[src/rtl/memctrl_host_if.sv]
// Host-side access sequencer for MEMCTRL: turns single/burst valid/ready requests
// into per-beat CE/CSB/WEB/OEB strobe sequences and returns read data as response pulses.
module memctrl_host_if #(
  parameter int RD_LAT = 1
) (
  input  logic        i_clk,
  input  logic        i_rst_n,
  input  logic        i_req_valid,
  output logic        o_req_ready,
  input  logic        i_req_we,
  input  logic [15:0] i_req_addr,
  input  logic [7:0]  i_req_len,
  input  logic [7:0]  i_req_wdata,
  input  logic        i_req_winc,
  input  logic        i_bist_busy,
  output logic        o_rsp_valid,
  output logic [7:0]  o_rsp_rdata,
  output logic        o_done,
  output logic [15:0] o_m_addr,
  output logic        o_m_ce,
  output logic        o_m_csb,
  output logic        o_m_web,
  output logic        o_m_oeb,
  output logic [7:0]  o_m_idata,
  input  logic [7:0]  i_m_odata,
  output logic [2:0]  o_state
);

  localparam logic [2:0] S_IDLE   = 3'd0;
  localparam logic [2:0] S_SETUP  = 3'd1;
  localparam logic [2:0] S_STROBE = 3'd2;
  localparam logic [2:0] S_HOLD   = 3'd3;
  localparam logic [2:0] S_WAIT   = 3'd4;
  localparam logic [2:0] S_REC    = 3'd5;
  localparam logic [2:0] S_PAUSE  = 3'd6;

  localparam logic [1:0] WAIT_INIT = 2'(RD_LAT - 1);

  // Handshake: a request is taken on a rising edge where i_req_valid and
  // o_req_ready are both high; o_req_ready is only ever high in IDLE.

  logic [2:0] r_state;
  logic       r_we;
  logic       r_winc;
  logic [7:0] r_cnt;   // beats remaining, 0 encodes 256
  logic [7:0] r_data;
  logic [1:0] r_wait;
  logic [7:0] w_next_data;

  assign w_next_data = r_winc ? r_data + 8'd1 : r_data;
  assign o_state     = r_state;

  always_ff @(posedge i_clk or negedge i_rst_n) begin
    if (!i_rst_n) begin
      r_state     <= S_IDLE;
      r_we        <= 1'b0;
      r_winc      <= 1'b0;
      r_cnt       <= 8'd0;
      r_data      <= 8'd0;
      r_wait      <= 2'd0;
      o_req_ready <= 1'b0;
      o_rsp_valid <= 1'b0;
      o_rsp_rdata <= 8'd0;
      o_done      <= 1'b0;
      o_m_addr    <= 16'd0;
      o_m_ce      <= 1'b0;
      o_m_csb     <= 1'b1;
      o_m_web     <= 1'b1;
      o_m_oeb     <= 1'b1;
      o_m_idata   <= 8'd0;
    end else begin
      o_rsp_valid <= 1'b0;
      o_done      <= 1'b0;
      case (r_state)
        S_IDLE: begin
          o_req_ready <= ~i_bist_busy;
          if (o_req_ready && i_req_valid) begin
            r_we        <= i_req_we;
            r_winc      <= i_req_winc;
            r_cnt       <= i_req_len;
            r_data      <= i_req_wdata;
            o_m_addr    <= i_req_addr;
            o_m_ce      <= 1'b1;
            o_m_idata   <= i_req_we ? i_req_wdata : 8'd0;
            o_req_ready <= 1'b0;
            r_state     <= S_SETUP;
          end
        end
        S_SETUP: begin
          o_m_csb <= 1'b0;
          o_m_web <= ~r_we;
          o_m_oeb <= r_we;
          r_state <= S_STROBE;
        end
        S_STROBE: begin
          o_m_ce <= 1'b0;
          if (r_we) begin
            r_state <= S_HOLD;
          end else begin
            r_wait  <= WAIT_INIT;
            r_state <= S_WAIT;
          end
        end
        S_HOLD: begin
          o_m_csb   <= 1'b1;
          o_m_web   <= 1'b1;
          o_m_idata <= 8'd0;
          r_state   <= S_REC;
        end
        S_WAIT: begin
          // ODATA is captured on the edge that closes the last wait cycle.
          if (r_wait == 2'd0) begin
            o_m_csb     <= 1'b1;
            o_m_oeb     <= 1'b1;
            o_rsp_valid <= 1'b1;
            o_rsp_rdata <= i_m_odata;
            r_state     <= S_REC;
          end else begin
            r_wait <= r_wait - 2'd1;
          end
        end
        S_REC: begin
          o_m_addr <= o_m_addr + 16'd1;
          r_data   <= w_next_data;
          if (r_cnt == 8'd1) begin
            o_done      <= 1'b1;
            o_req_ready <= ~i_bist_busy;
            r_state     <= S_IDLE;
          end else begin
            r_cnt <= r_cnt - 8'd1;
            if (i_bist_busy) begin
              r_state <= S_PAUSE;
            end else begin
              o_m_ce    <= 1'b1;
              o_m_idata <= r_we ? w_next_data : 8'd0;
              r_state   <= S_SETUP;
            end
          end
        end
        S_PAUSE: begin
          if (!i_bist_busy) begin
            o_m_ce    <= 1'b1;
            o_m_idata <= r_we ? r_data : 8'd0;
            r_state   <= S_SETUP;
          end
        end
        default: r_state <= S_IDLE;
      endcase
    end
  end

endmodule

[config.mk]
export PLATFORM = sky130hd
export DESIGN_NAME = memctrl_host_if
export DESIGN_NICKNAME = d
export VERILOG_FILES = /design/src/rtl/memctrl_host_if.sv
export SDC_FILE = /design/constraint.sdc
export NUM_CORES = 1
export LEC_CHECK = 0
export BUFFER_PORTS_ARGS = -buffer_cell sky130_fd_sc_hd__buf_2
export CAP_MARGIN = 15
export CORE_MARGIN = 2
export CORE_UTILIZATION = 30
export CTS_CLUSTER_SIZE = 12
export DETAILED_ROUTE_END_ITERATION = 16
export PLACE_DENSITY_LB_ADDON = 0.2
export SETUP_SLACK_MARGIN = 0.5
export SYNTH_ARGS = -nofsm -noshare
export SYNTH_HDL_FRONTEND = slang
export SYNTH_SLANG_ARGS = --single-unit
[constraint.sdc]
create_clock -name i_clk -period 2.05 [get_ports i_clk]
set_input_delay 0.205 -clock i_clk [delete_from_list [all_inputs] [get_ports i_clk]]
set_output_delay 0.205 -clock i_clk [all_outputs]
set_load 0.01 [all_outputs]
==> run metrics <==
outcome finished clean; clk slew on worst S/H paths 0.06 ns; Critical Path Fanout Max 8; share of cells above drive strength 1 56.74%; final hold viol count 0; Mapped Area 3643 µm²; HP Class primary input to flip-flop; Layout Nets 647; CTS sink count 62; xor and xnor area share after synthesis 0.4808%; simple-gate portion of the synthesized area 21.19%; commonest cells in the netlist dfrtp_1 (59), nor2_1 (36), nand2_1 (34), a21oi_1 (28), o21ai_0 (21); normalized max-slew margin 75.12%; max-slew violation count 0; Max-cap violations 0; PD cells 1558 nW/µm²; Mean Syn Cell Area 9.086 µm²; CP Class flip-flop to flip-flop; die width 114.2 µm; DRT Wirelength 14550 µm; die span in y 114.2 µm; Synth Area in Compound Gates 25.72%; Yosys top cell by area dfrtp_1; Starting DRT DRC Count 246; Unique masters post-synth 67; Setup WS post-layout 0.2585 ns; Overflow after GRT 0; pin count of the biggest net entering global routing 63; CP startpoint kind flip-flop; Antenna Cells 0; # setup viols final 0; Final Power 9965 µW; DRC 0; Seq/Total Area, Yosys 42.69%; DP Worst Slack 0.1281 ns; worst-margin pin slew 0.3702 ns; WL/cell 19.45 µm; fmax 558.2 MHz; most common cell in the netlist dfrtp_1; core box area 11910 µm²; Synth Register Bits 62; vias 4308; drt pass-1 iters 5; largest family of logic cells by synthesized area compound AO/OA/AOI/OAI gates; final setup TNS 0 ns; Ys Warns 0; Leak 0.002702 µW; Post-DRT Antenna Nets 0; CTS tree built; Clock Skews 0.009020 ns; post-synthesis mux area share 3.743%; clock buffer count from CTS 9; PortBufs 87; worst endpoint required time 2.27 ns; Synth async-reset ratio 100.0%; Post-synth top flop dfrtp_1; initial core utilization 30.59%; CTS max path bufs 2; Period minus WS final 1.791 ns; CP arrival 2.01 ns; Area growth, synth to finish 75.55%; worst skew pair latency 0.33 ns; antenna violations before repair 0; Adder-Cell Fraction of Synth Area 1.717%; DIE AREA 13040 µm²; fill cell count 1042; clk root buf clkbuf_16; Cells after Synth 401; hpwl dp 8052 µm; Via-to-Cell Ratio 5.759; H-tree levels 3; Post-synth EDFFs 0; first-pass GRT wire length 20770 µm; # rows 40; synth top area cells dfrtp_1 (41%), a21oi_1 (3.8%), nor2_1 (3.7%); post-synth net total 452; Worst VDD drop 529.4 µV; Tcrit/Tclk final 87.39%; IO Pins 88; RSZ-0062 raised after global routing yes; Global Route Usage Sum 20.54%; Crit. End Element flip-flop; vias in the first global route 4043; Synth top area share 40.52%; routability-driven placement congestion ratio 0.7941
[layout make-up]
| type | instances | area, µm² | share of cell area (%) |
|---|---|---|---|
| repair buffers | 207 | 1769 | 27.66 |
| flip-flops and latches | 62 | 1568 | 24.51 |
| clock buffers | 15 | 257.7 | 4.030 |
| clock inverters | 1 | 5.005 | 0.07825 |
| multi-input cells | 300 | 2552 | 39.91 |
| well taps | 147 | 183.9 | 2.876 |
| inverters | 16 | 60.06 | 0.9390 |
[critical path: stages (launching register included)]
cell	delay [ns]
dfrtp_2	0.42
buf_6	0.13
buf_8	0.12
and3b_4	0.35
buf_12	0.14
buf_6	0.11
a41oi_1	0.16
o22a_1	0.25
[cells in the final DEF, fill, tap and decap left out, types with 4 or more instances in the layout]
master and n:
a31oi_1 8, o21ai_2 5, o2bb2ai_1 4, dfrtp_2 10
buf_8 4, or3_1 5, nor4_1 6, nand4_1 11
o21ai_1 4, a21oi_1 18, a311oi_1 6, clkbuf_16 13
inv_1 14, nor2_1 28, a21oi_2 8, nor3_1 6
clkbuf_1 5, a211oi_1 5, nor3_2 4, mux2_2 8
a32oi_1 4, nand2_1 24, buf_6 30, nand3_1 4
dfrtp_1 49, o22ai_2 4, nand2_2 5, buf_2 87
nor4_4 5, nor2_4 7, buf_16 4, o21ai_0 12
nand2_4 4, buf_12 11, buf_4 66
[stage by stage]
| stage | instances | util [%] | hold WS (ns) | cell area [µm²] |
|---|---|---|---|---|
| global route | 748 | 53.70 | 0.08702 | 6396 |
| CTS | 712 | 47.15 | 0.05746 | 5617 |
| detailed placement | 645 | 38.50 | 0.2532 | 4586 |
| global placement | 645 | 38.50 | 0.2504 | 4586 |
| finish | 748 | 53.70 | 0.08084 | 6396 |
| floorplan | 401 | - | -0.09059 | 3850 |
[sequential cells by signal, summed over array words and instances (netlist names), 2 cells and up]
signal	flops
o_m_addr	16
r_wait	2
r_cnt	8
o_m_idata	8
r_data	8
o_rsp_rdata	8
o_state	3
[power breakdown]
group,switching [µW],internal (µW)
Combinational,2940,3130
Sequential,678,1820
Clock,540,851
Total,4160,5810
[worst paths after layout]
kind	startpoint	to	slack, ns	cells past startpoint
worst min-delay path	i_req_addr[12]	o_m_addr[12]	0.08	3
worst max-delay path	o_state[1]	r_cnt[6]	0.26	7
worst max register to register	o_state[1]	r_cnt[6]	0.26	7
min in group asynchronous	i_rst_n	o_rsp_rdata[7]	0.43	3
max in group asynchronous	i_rst_n	r_cnt[5]	1.30	3
worst min register to register	o_rsp_rdata[5]	o_rsp_rdata[5]	0.50	1
[what timing repair did]
action | in CTS | in global routing
buffers inserted | 46 | 32
pin swaps | 36 | 50
hold endpoints to repair | 59 | 0
setup endpoints to repair | 49 | 55
cloned | 4 | 4
gates resized for setup | 66 | 95
hold buffers | 1 | 0
[cells by family (layout without fill, tap and decap cells)]
| family | Yosys count | in the layout |
|---|---|---|
| compound gates | 133 | 133 |
| xor+xnor | 2 | 2 |
| fa+ha+maj | 5 | 5 |
| buf+inv | 39 | 239 |
| flops | 62 | 62 |
| mux | 12 | 12 |
| simple gates | 148 | 148 |
[layer usage]
layer | vias to the layer above | GRT usage [%] | share of wire [%]
li1 | 1932 | - | -
met1 | 2208 | 26.21 | 42
met2 | 145 | 34.21 | 51
met3 | 23 | 4.023 | 4.4
met4 | 0 | 8.293 | 2.1
met5 | - | 0 | 0
(Power assumes the default switching activity.)
